$ cat config.mk
export PLATFORM = sky130hd
export DESIGN_NAME = eth_speed_ctrl
export DESIGN_NICKNAME = d
export VERILOG_FILES = /design/src/rtl/eth_speed_pkg.sv /design/src/rtl/eth_sync2.sv /design/src/rtl/eth_speed_ctrl.sv
export SDC_FILE = /design/constraint.sdc
export NUM_CORES = 1
export LEC_CHECK = 0
export CAP_MARGIN = 20
export CORE_MARGIN = 2
export CORE_UTILIZATION = 33
export DETAILED_ROUTE_END_ITERATION = 6
export PLACE_DENSITY = 0.59
export SYNTH_ARGS = -nofsm -noshare
export SYNTH_HDL_FRONTEND = slang
export SYNTH_SLANG_ARGS = --single-unit
$ cat constraint.sdc
create_clock -name clk -period 2.3 [get_ports clk]
set_input_delay 0.46 -clock clk [delete_from_list [all_inputs] [get_ports clk]]
set_output_delay 0.46 -clock clk [all_outputs]
set_load 0.05 [all_outputs]
$ cat src/rtl/eth_speed_pkg.sv
// Shared speed codes, FSM states and speed-to-select mapping for the RGMII TX clock sequencer.
package eth_speed_pkg;

  localparam logic [1:0] SPD_10  = 2'b00;
  localparam logic [1:0] SPD_100 = 2'b01;
  localparam logic [1:0] SPD_1G  = 2'b10;
  localparam logic [1:0] SPD_BAD = 2'b11;

  typedef enum logic [2:0] {
    LINK_DOWN,
    DEBOUNCE,
    QUIESCE,
    SWITCH,
    SETTLE,
    RUN
  } state_t;

  typedef struct packed {
    logic eth_mode;
    logic ena_10;
  } sel_t;

  function automatic sel_t speed_to_sel(input logic [1:0] spd);
    sel_t sel;
    sel.eth_mode = (spd == SPD_1G);
    sel.ena_10   = (spd == SPD_10);
    return sel;
  endfunction

endpackage

$ cat src/rtl/eth_sync2.sv
// Generic two-flop synchroniser for bringing asynchronous status bits into the clk domain.
module eth_sync2 #(
  parameter int WIDTH = 1
) (
  input  logic             clk,
  input  logic             reset_n,
  input  logic [WIDTH-1:0] d,
  output logic [WIDTH-1:0] q
);

  logic [WIDTH-1:0] meta;

  always_ff @(posedge clk or negedge reset_n) begin
    if (!reset_n) begin
      meta <= '0;
      q    <= '0;
    end else begin
      meta <= d;
      q    <= meta;
    end
  end

endmodule

$ cat src/rtl/eth_speed_ctrl.sv
// Link-speed sequencer: debounces PHY status and switches the TX clock mux only under TX reset.
// Optional forced-speed source is enabled by defining ETH_SPEED_FORCE_EN.
module eth_speed_ctrl #(
  parameter int DEBOUNCE_CYCLES = 1024,
  parameter int RESET_CYCLES    = 16,
  parameter int SETTLE_CYCLES   = 256,
  parameter int CNT_W           = 11
) (
  input  logic       clk,
  input  logic       reset_n,
  input  logic       link_up,
  input  logic [1:0] phy_speed,
  input  logic [1:0] force_speed,
  input  logic       force_on,
  output logic       eth_mode,
  output logic       ena_10,
  output logic       tx_reset_n,
  output logic       link_ready,
  output logic       busy,
  output logic [7:0] change_cnt
);
  import eth_speed_pkg::*;

  localparam logic [CNT_W-1:0] DEB_LAST    = CNT_W'(DEBOUNCE_CYCLES - 1);
  localparam logic [CNT_W-1:0] RESET_LAST  = CNT_W'(RESET_CYCLES - 1);
  localparam logic [CNT_W-1:0] SETTLE_LAST = CNT_W'(SETTLE_CYCLES - 1);

  logic       link_s;
  logic [1:0] phy_speed_s;
  logic [1:0] src_speed;
  logic       status_ok;

  eth_sync2 #(.WIDTH(1)) u_sync_link  (.clk(clk), .reset_n(reset_n), .d(link_up),   .q(link_s));
  eth_sync2 #(.WIDTH(2)) u_sync_speed (.clk(clk), .reset_n(reset_n), .d(phy_speed), .q(phy_speed_s));

`ifdef ETH_SPEED_FORCE_EN
  logic       force_on_s;
  logic [1:0] force_speed_s;

  eth_sync2 #(.WIDTH(1)) u_sync_force_on    (.clk(clk), .reset_n(reset_n), .d(force_on),    .q(force_on_s));
  eth_sync2 #(.WIDTH(2)) u_sync_force_speed (.clk(clk), .reset_n(reset_n), .d(force_speed), .q(force_speed_s));

  assign src_speed = force_on_s ? force_speed_s : phy_speed_s;
`else
  logic unused_force;
  assign unused_force = ^{force_on, force_speed};
  assign src_speed    = phy_speed_s;
`endif

  // Speed 11 is indistinguishable from a dead link as far as the clock mux is concerned.
  assign status_ok = link_s && (src_speed != SPD_BAD);

  state_t           state_q, state_d;
  logic [CNT_W-1:0] cnt_q, cnt_d;
  logic [1:0]       cand_q, cand_d;
  logic [1:0]       applied_q, applied_d;
  sel_t             sel_q, sel_d;
  logic [7:0]       change_cnt_q, change_cnt_d;
  logic             tx_reset_n_d, link_ready_d, busy_d;

  always_ff @(posedge clk or negedge reset_n) begin
    if (!reset_n) begin
      state_q      <= LINK_DOWN;
      cnt_q        <= '0;
      cand_q       <= SPD_100;
      applied_q    <= SPD_100;
      sel_q        <= '0;
      change_cnt_q <= '0;
      tx_reset_n   <= 1'b0;
      link_ready   <= 1'b0;
      busy         <= 1'b0;
    end else begin
      state_q      <= state_d;
      cnt_q        <= cnt_d;
      cand_q       <= cand_d;
      applied_q    <= applied_d;
      sel_q        <= sel_d;
      change_cnt_q <= change_cnt_d;
      tx_reset_n   <= tx_reset_n_d;
      link_ready   <= link_ready_d;
      busy         <= busy_d;
    end
  end

  always_comb begin
    state_d      = state_q;
    cnt_d        = cnt_q;
    cand_d       = cand_q;
    applied_d    = applied_q;
    sel_d        = sel_q;
    change_cnt_d = change_cnt_q;

    case (state_q)
      LINK_DOWN: begin
        cnt_d = '0;
        if (status_ok) begin
          state_d = DEBOUNCE;
          cand_d  = src_speed;
        end
      end
      DEBOUNCE: begin
        if (!status_ok) begin
          state_d = LINK_DOWN;
        end else if (src_speed != cand_q) begin
          cand_d = src_speed;
          cnt_d  = '0;
        end else if (cnt_q == DEB_LAST) begin
          cnt_d = '0;
          // A running link that bounced back to its own speed needs no reset pulse.
          if (tx_reset_n && (cand_q == applied_q)) state_d = RUN;
          else                                     state_d = QUIESCE;
        end else begin
          cnt_d = cnt_q + CNT_W'(1);
        end
      end
      QUIESCE: begin
        if (!status_ok) begin
          state_d = LINK_DOWN;
        end else if (cnt_q == RESET_LAST) begin
          state_d = SWITCH;
          cnt_d   = '0;
        end else begin
          cnt_d = cnt_q + CNT_W'(1);
        end
      end
      SWITCH: begin
        sel_d     = speed_to_sel(cand_q);
        applied_d = cand_q;
        if ((cand_q != applied_q) && (change_cnt_q != 8'hFF)) change_cnt_d = change_cnt_q + 8'd1;
        state_d   = SETTLE;
        cnt_d     = '0;
      end
      SETTLE: begin
        if (!status_ok) begin
          state_d = LINK_DOWN;
        end else if (cnt_q == SETTLE_LAST) begin
          state_d = RUN;
          cnt_d   = '0;
        end else begin
          cnt_d = cnt_q + CNT_W'(1);
        end
      end
      RUN: begin
        if (!status_ok) begin
          state_d = LINK_DOWN;
        end else if (src_speed != applied_q) begin
          state_d = DEBOUNCE;
          cand_d  = src_speed;
          cnt_d   = '0;
        end
      end
      default: state_d = LINK_DOWN;
    endcase

    // TX reset stays released through a debounce that started from RUN; it drops at QUIESCE.
    tx_reset_n_d = (state_d == RUN) || ((state_d == DEBOUNCE) && tx_reset_n);
    link_ready_d = (state_d == RUN);
    busy_d       = (state_d == DEBOUNCE) || (state_d == QUIESCE) ||
                   (state_d == SWITCH)   || (state_d == SETTLE);
  end

  assign eth_mode   = sel_q.eth_mode;
  assign ena_10     = sel_q.ena_10;
  assign change_cnt = change_cnt_q;

endmodule

Word level (Yosys, flattened, before mapping)
Index checks and enable logic that the tools add are counted.
W data, S select, Z words.
{ "classes": {"addsub": 2, "n_mul": 0, "n_div": 0, "order_cmp": 0, "n_eq_ne": 27, "n_shift": 0, "muxes": 28, "bitwise": 0, "n_reduce_logical": 16} }
{ "ops": {"columns": ["op", "count"], "rows": [
  ["$mux W11", 9],
  ["$pmux W11 S5", 1],
  ["$mux W3", 11],
  ["$pmux W3 S6", 1],
  ["$ne A2 B2 Y1 const B", 8],
  ["$eq A3 B2 Y1 const B", 4],
  ["$eq A3 B3 Y1 const B", 4],
  ["$reduce_and A6 Y1", 2],
  ["$add A11 B1 Y11 const B", 1],
  ["$eq A11 B10 Y1 const B", 1],
  ["$eq A11 B4 Y1 const B", 1],
  ["$eq A11 B8 Y1 const B", 1],
  ["$mux W2", 5],
  ["$add A8 B1 Y8 const B", 1],
  ["$ne A8 B8 Y1 const B", 1],
  ["$eq A3 B1 Y1 const B", 2],
  ["$ne A2 B2 Y1", 3],
  ["$pmux W2 S3", 1],
  ["$reduce_bool A5 Y1", 1],
  ["$logic_and A1 B1 Y1", 4],
  ["$logic_or A1 B1 Y1", 4],
  ["$logic_not A3 Y1", 1],
  ["$reduce_bool A3 Y1", 1],
  ["$eq A2 B2 Y1", 1],
  ["4 further kinds", 4]
]} }
{ "word_totals": {"register_bits": 37, "latchBits": 0, "ram_bits": 0, "rom_bits": 0, "out_inout_bits": 13, "word_cells": 87, "mem_count": 0} }

Longest topological paths before layout
Gate-level depths: netlist of the first run.
{ "depth": {"depth_word": 11, "mapped_depth": 7, "depth_no_buf": 6} }

Cells and area by module
A second synthesis of the first run with hierarchy kept.
{ "hier_totals": {"hier_cells": 181, "area_unflattened_um2": 1905.6} }
{ "by_module_without_submodules": {"columns": ["mod", "instances", "cells_per_inst", "area_each_um2", "seq_area_each_um2"], "rows": [
  ["eth_speed_ctrl", 1, 175, 1755.4, 778.2],
  ["eth_sync2 (u_sync_speed)", 1, 4, 100.1, 100.1],
  ["eth_sync2 (u_sync_link)", 1, 2, 50.0, 50.0]
]} }

Worst setup path after synthesis of the first run
No wires, ideal clock.
{ "synth_timing": {"path_kind": "register to register", "start": "reg change_cnt_q[0] (netlist: change_cnt[0])", "end": "reg change_cnt_q[1] (netlist: change_cnt[1])", "setup_ns": 0.125, "arrival_ns": 1.943, "slack_ns": 0.233, "stages_incl_launch_ff": 5, "n_path_buf": 0, "path_cell_list": "dfrtp_1 ha_1 and3_1 a311oi_2 mux2_2"} }
{ "synth_via": {"elab_chain_cells": 3, "elab_cells_between_ends": 4, "cone_classes": "add/sub (1); eq/ne (1); reduce/logical (2)"} }
{ "synth_rtl": {"columns": ["item", "line", "text"], "rows": [
  ["start, declared", "eth_speed_ctrl.sv:58", "logic [7:0] change_cnt_q, change_cnt_d;"],
  ["start signal, assigned", "eth_speed_ctrl.sv:78", "change_cnt_q <= change_cnt_d;"],
  ["branches (longest 3 deep; another with $add A8 B1 Y8)", null, null]
]} }
Several ways; the timed one is not identified.
A chain may end at the register's enable or synchronous reset.

Worst setup path in the final report of the first run
{ "layout_timing": {"start": "reg state_q[1]", "end": "reg cnt_q[0]"} }
{ "layout_via": {"elab_chain_cells": 4, "elab_cells_between_ends": 15, "cone_classes": "eq/ne (10); mux (1); reduce/logical (4)"} }
{ "layout_rtl": {"columns": ["item", "line", "text"], "rows": [
  ["start, declared", "eth_speed_ctrl.sv:53", "state_t state_q, state_d;"],
  ["start signal, assigned", "eth_speed_ctrl.sv:73", "state_q <= state_d;"],
  ["$eq A3 B2 Y1 or $logic_not A3 Y1 (tied branches)", "eth_speed_ctrl.sv:93", "case (state_q)"],
  ["$reduce_or A2 Y1 (no line)", null, null],
  ["$reduce_bool A5 Y1 (no line)", null, null],
  ["$reduce_and A6 Y1 (no line)", null, null],
  ["end signal, assigned", "eth_speed_ctrl.sv:74", "cnt_q <= cnt_d;"],
  ["end, declared", "eth_speed_ctrl.sv:54", "logic [CNT_W-1:0] cnt_q, cnt_d;"]
]} }
Several ways; a longest one is shown, not always the timed one.

==> flow_summary_export.csv, run 1 <==
group,metric,value,unit
run_status,outcome,"completed",
logic_synthesis,synth_cells,178,
timing,tightest_slew,801,ps
layout,layout-drive-gt1-share,18.0,%
placement,gp_congestion,0.789,
logic_synthesis,synth_enable_flop_cells,0,
logic_synthesis,synth-compound-area-share,16.2,%
clock_network,cts_tree,"done",
layout,nFillCells,563,
logic_synthesis,synthMuxAreaShare,3.52,%
setup_path,worstPathMaxFanout,12,
global_routing,grt_pass1_vias,1419,
floorplan,num_rows,27,
floorplan,dieArea,0.00644,mm²
routing,dr_total_vias,1460,
setup_path,setup.worst_path.start_class,"register",
timing,fin_crit,2090,ps
logic_synthesis,synth_ff_type,"dfrtp_1",
floorplan,die_h,80.3,µm
clock_network,cts_made_buffers,5,
pwr,ir_worst_vdd,0.324,mV
timing,rsz0062_at_grt,"no",
layout,nNetsFinal,214,
global_routing,grt_max_degree,38,
logic_synthesis,synthArstFlopShare,100,%
clock_network,post_cts_buffers,0,
clock_network,hold_buffers,0,
timing,finClkSkew,8.22,ps
setup_path,r2r_cells,6,
job,cap_viol_max_count,0,
routing,first_iter_violations,125,
logic_synthesis,yosysWarnings,0,
clock_network,clk_latency,300,ps
routing,vias_per_cell,5.27,
routing,drc,0,
setup_path,cp-end-kind,"register",
setup_path,r2r_end,"cnt_q[0]$_DFFE_PN0P_",
pwr,p_leak,0.986,nW
layout,register_area,928,µm²
clock_network,cts_buffer_depth,2,
setup_path,cpPeakStageDelay,560,ps
timing,clock.fmax,479,MHz
layout,final_common_cell,"dfrtp_1",
timing,holdWs,239,ps
clock_network,cts_sinks,37,
floorplan,ios,21,
routing,wl_per_cell,13.5,µm
timing,fin_tns_setup,0,ps
floorplan,core,0.00557,mm²
setup_path,regToRegSetupSlack,210,ps
layout,final_cell_mix,"dfrtp_1 (35), clkdlybuf4s50_1 (16), nor2_1 (15)",
setup_path,slowest_stage,"dfrtp_1",
placement,place_hpwl,2.59,mm
global_routing,antenna_found_initial,0,
timing,hold_viol_final,0,
logic_synthesis,synth_seq_cells,37,
logic_synthesis,synth_fp_nets,188,
logic_synthesis,synth_cell_types,54,
global_routing,grt_overflow,0,
routing,first_pass_iters,4,
timing,finalSetupViolCount,0,
logic_synthesis,synth_xor_area_share,5.93,%
floorplan,start_util,34.4,%
global_routing,grt_first_pass_wirelength,6.35,mm
clock_network,htreeDepth,2,
setup_path,path_cells,"or3b_2, a31oi_1, a221oi_4, buf_4, nor2_4, mux2_2",
floorplan,die_w,80.3,µm
setup_path,worstSetupPathType,"register to register",
setup_path,r2r-start,"state_q[1]$_DFF_PN0_",
logic_synthesis,synth_top_family_by_area,"simple AND/OR/NAND/NOR gates",
setup_path,cp-endpoint,"cnt_q[0]$_DFFE_PN0P_",
clock_network,cts_root_buf,"clkbuf_8",
routing,antenna_left,0,
logic_synthesis,synthSimpleGateAreaFrac,22.4,%
clock_network,cts_resized,0,
logic_synthesis,synth_area,0.00192,mm²
hold_path,hold_path_class,"input pin to asynchronous set/reset pin",
setup_path,critical_path_required,2540,ps
logic_synthesis,ys_seq_area_share,48.4,%
timing,period_share,90.8,%
global_routing,grtUsageTotal,12.9,%
clock_network,clk_pin_slew,80,ps
routing,wl,3.74,mm
layout,multiInputGateArea,948,µm²
setup_path,crit_path_start,"state_q[1]$_DFF_PN0_",
timing,final_max_slew_viol_count,0,
setup_path,arrival,2330,ps
logic_synthesis,synth_area_per_cell,10.8,µm²
logic_synthesis,synthAdderAreaFrac,1.30,%
layout,post-route-util,41.1,%
pwr,powerDensity,577,mW/mm²
placement,io_buffers,17,
timing,slew_headroom,46.6,%
layout,num_antenna_cells,0,
layout,syn2layout_area_growth,19.5,%
-- power breakdown --
| group | internal (mW) | switching [mW] |
|---|---|---|
| logic | 0.0620 | 0.0847 |
| clock network | 0.219 | 0.261 |
| registers | 0.671 | 0.0257 |
| total | 0.952 | 0.372 |
-- metal layers --
layer,track usage [%],vias up,routed length (µm)
li1,-,710,-
met1,16.7,717,1820
met3,3.71,6,112
met4,5.76,0,68
met2,19.8,27,1740
met5,0,-,0
-- final cells by class --
type                            count  area share [%]
Clock buffer                        5            3.00
Clock inverter                      3            1.09
Inverter                            2           0.327
Multi-Input combinational cell    133            41.4
Sequential cell                    37            40.5
Tap cell                           72            3.93
Timing Repair Buffer               25            9.82
-- how the worst min path moves through the flow --
| stage | start | endpoint | depth (start not counted) |
|---|---|---|---|
| 6_report | reset_n | change_cnt[0]$_DFFE_PN0P_ | 1 |
| 5_1_grt | reset_n | change_cnt[0]$_DFFE_PN0P_ | 1 |
| 4_1_cts | reset_n | change_cnt[0]$_DFFE_PN0P_ | 1 |
| 3_5_place_dp | u_sync_speed.meta[0]$_DFF_PN0_ | u_sync_speed.q[0]$_DFF_PN0_ | 0 |
| 3_3_place_gp | u_sync_speed.meta[0]$_DFF_PN0_ | u_sync_speed.q[0]$_DFF_PN0_ | 0 |
| 2_1_floorplan | reset_n | applied_q[1]$_DFFE_PN0P_ | 0 |
-- kinds of logic (layout without fill, tap and decap cells) --
logic type / after synthesis / after routing
xor+xnor: 13 / 13
buf+inv: 8 / 35
compound gates: 36 / 36
mux: 6 / 6
fa+ha+maj: 2 / 2
simple gates: 76 / 76
flops: 37 / 37
-- stage by stage --
stage	setup slack [ps]	total power, mW	instances	cell area (µm²)
global route	87.1	1.39	277	2290
global placement	152	0.851	267	2180
detailed placement	106	0.852	267	2180
floorplan	233	0.804	178	1920
finish	212	1.32	277	2290
CTS	87.0	1.34	275	2280
-- sequential cells by signal, indices dropped and copies added (netlist names) --
| name | count |
|---|---|
| ena_10 | 1 |
| u_sync_link.q | 1 |
| eth_mode | 1 |
| tx_reset_n | 1 |
| cnt_q | 11 |
| u_sync_speed.meta | 2 |
| u_sync_link.meta | 1 |
| change_cnt | 8 |
| busy | 1 |
| link_ready | 1 |
| cand_q | 2 |
| state_q | 3 |
| applied_q | 2 |
| u_sync_speed.q | 2 |
-- critical path, delay by kind of cell, from the launching register on --
kind            cells  cell delay (ps)
compound gates      2              380
buf+inv             1              180
simple gates        2              710
mux                 1              200
flops               1              560
-- Yosys cell counts, types with 2 or more instances --
| master | n | area, µm² |
|---|---|---|
| dfrtp_1 | 35 | 876 |
| nor2_1 | 15 | 56.3 |
| nand2_1 | 13 | 48.8 |
| nand4_1 | 8 | 50.1 |
| o21ai_0 | 8 | 40.0 |
| xnor2_1 | 8 | 70.1 |
| nand3_1 | 7 | 35.0 |
| and3_1 | 6 | 37.5 |
| mux2_2 | 6 | 67.6 |
| nor3_1 | 6 | 30.0 |
| xor2_1 | 5 | 43.8 |
| a22o_1 | 4 | 35.0 |
| a221o_1 | 3 | 30.0 |
| and2_1 | 3 | 18.8 |
| buf_2 | 3 | 15.0 |
| a2111oi_0 | 2 | 17.5 |
| a211oi_1 | 2 | 15.0 |
| a21o_1 | 2 | 15.0 |
| a31oi_1 | 2 | 12.5 |
| and2b_1 | 2 | 15.0 |
| and3b_1 | 2 | 17.5 |
| dfstp_2 | 2 | 52.6 |
| ha_1 | 2 | 25.0 |
| inv_1 | 2 | 7.51 |
Power figures use the tool's default switching activity.
==> run 2: changes to the inputs <==
- HOLD_SLACK_MARGIN: not set -> 0.1
- SLEW_MARGIN: not set -> 20
==> results of run 2 <==
No change in the layout: final DEF, timing and power equal those of run 1.
==> run 3: changes to the inputs <==
- ABC_AREA: not set -> 0
- CORE_MARGIN: 2 -> not set
- GPL_TIMING_DRIVEN: not set -> 0
==> run 3 against run 2 <==
Effect of this change:
- core utilization increased by 1.2 points
- clock power up 17%
- power increased by 6.9%
- critical path depth decreased by 2
- worst hold slack better by 110 ps
- critical endpoint is now change_cnt[1]$_DFFE_PN0P_
- highest routed layer unchanged
==> flow_summary_export.csv, run 3 (same netlist as run 1, synthesis figures left out) <==
group,metric,value,unit
setup_path,worstPathMaxFanout,10,
layout,largest_reg_flops,11,
setup_path,cpPeakStageDelay,620,ps
hold_path,hold_path_class,"register to register",
layout,nNetsFinal,215,
timing,clock.fmax,472,MHz
setup_path,path_cells,"clkbuf_1, nand2_2, a311oi_2, mux2_2",
layout,fin_area,0.00234,mm²
routing,first_iter_violations,101,
layout,regMostFlops,"cnt_q",
setup_path,worst-path-buf-inv,1,
setup_path,slowest_stage,"a311oi_2",
clock_network,cts_buffer_depth,2,
setup_path,cp_top_family,"compound AO/OA/AOI/OAI gates",
floorplan,ios,21,
global_routing,grt_pass1_vias,1354,
timing,finalWorstSetupSlack,181,ps
layout,register_area,928,µm²
floorplan,dieArea,0.00613,mm²
floorplan,core,0.00554,mm²
setup_path,arrival,2290,ps
placement,place_hpwl,2.61,mm
global_routing,antenna_found_initial,0,
global_routing,grt_first_pass_wirelength,6.18,mm
clock_network,htreeDepth,2,
routing,wl_per_cell,13.2,µm
timing,rsz0062_at_grt,"no",
layout,syn2layout_area_growth,22.1,%
job,cap_viol_max_count,0,
timing,tightest_slew,653,ps
hold_path,hp-start,"u_sync_link.meta$_DFF_PN0_",
placement,gp_congestion,0.837,
hold_path,hold_path_depth,0,
setup_path,crit_path_start,"state_q[1]$_DFF_PN0_",
layout,final_cell_mix,"dfrtp_1 (35), clkdlybuf4s50_1 (16), nor2_1 (15)",
setup_path,cp-end-kind,"register",
setup_path,r2r-start,"state_q[1]$_DFF_PN0_",
pwr,ir_worst_vdd,0.427,mV
timing,finalSetupViolCount,0,
pwr,p_leak,1.01,nW
layout,num_antenna_cells,0,
placement,dp_slack,138,ps
hold_path,holdPathEnd,"u_sync_link.q$_DFF_PN0_",
pwr,powerDensity,604,mW/mm²
floorplan,die_w,78.3,µm
clock_network,clk_latency,290,ps
clock_network,clk_pin_slew,80,ps
routing,dr_total_vias,1434,
layout,nFillCells,553,
timing,fin_tns_setup,0,ps
routing,antenna_left,0,
layout,layout-drive-gt1-share,17.0,%
timing,slew_headroom,56.2,%
clock_network,cts_root_buf,"clkbuf_8",
global_routing,grtUsageTotal,12.9,%
placement,place_area,0.00220,mm²
timing,fin_crit,2120,ps
clock_network,cts_made_buffers,5,
layout,final_common_cell,"dfrtp_1",
clock_network,cts_tree,"done",
setup_path,critical_path_required,2480,ps
layout,multiInputGateArea,948,µm²
layout,post-route-util,42.3,%
timing,hold_viol_final,0,
setup_path,r2r_end,"change_cnt[1]$_DFFE_PN0P_",
placement,io_buffers,17,
timing,holdWs,350,ps
timing,finClkSkew,13.8,ps
setup_path,worstSetupPathType,"register to register",
floorplan,num_rows,27,
routing,drc,0,
global_routing,grt_max_degree,25,
setup_path,r2r_cells,4,
routing,first_pass_iters,4,
setup_path,regToRegSetupSlack,180,ps
setup_path,setup.worst_path.start_class,"register",
floorplan,die_h,78.3,µm
run_status,outcome,"completed",
clock_network,cts_sinks,37,
floorplan,start_util,34.6,%
timing,final_max_slew_viol_count,0,
global_routing,grt_overflow,0,
routing,wl,3.66,mm
routing,vias_per_cell,5.16,
timing,period_share,92.1,%
## run 3: cell types whose count changed in the layout (fill, tap and decap cells not counted), sizes merged
cell         before  now
clkbuf            5    8
inv               3    2
bufinv            0    1
clkinvlp          1    0
dlygate4sd3       0    1
buf               9    7
## run 3: power breakdown
group          switching (mW)  internal (mW)
Combinational          0.0914         0.0709
Sequential             0.0203          0.671
Clock                   0.236          0.326
## run 3: worst max path at each step
stage,slack [ps],to,cells after the start
2_1_floorplan,230,change_cnt[1]$_DFFE_PN0P_,4
3_3_place_gp,-120,change_cnt[0]$_DFFE_PN0P_,1
3_5_place_dp,140,cnt_q[9]$_DFFE_PN0P_,6
4_1_cts,140,cnt_q[9]$_DFFE_PN0P_,6
5_1_grt,40,busy$_DFF_PN0_,6
6_report,180,change_cnt[1]$_DFFE_PN0P_,4
## run 3: cell type report
class | count | share of cell area (%)
timing repair buffer | 20 | 9.50
clock buffer | 6 | 3.10
multi-input combinational | 133 | 40.5
clock inverter | 2 | 1.66
tap | 72 | 3.84
buffer | 6 | 1.49
inverter | 2 | 0.320
sequential | 37 | 39.6
## run 3: metal layers
layer	GRT usage, %	wire, µm	part of all wire, %
met4	5.74	49	1.3
met3	3.49	111	3.0
met5	0	0	0
met2	19.6	1690	46
met1	17.2	1810	50
## run 3: timing repair
action                                  in CTS  in global routing
endpoints found under the setup margin       0                  2
gates resized for setup                      0                  0
setup buffers                                0                  1
endpoints found under the hold margin       13                  0
hold buffers                                 1                  0
## run 3: through the flow
step                      power (mW)  cells
final                           1.41    278
after detailed placement       0.858    268
after global placement         0.851    267
after floorplan                0.804    178
after CTS                       1.43    277
after global routing            1.49    278
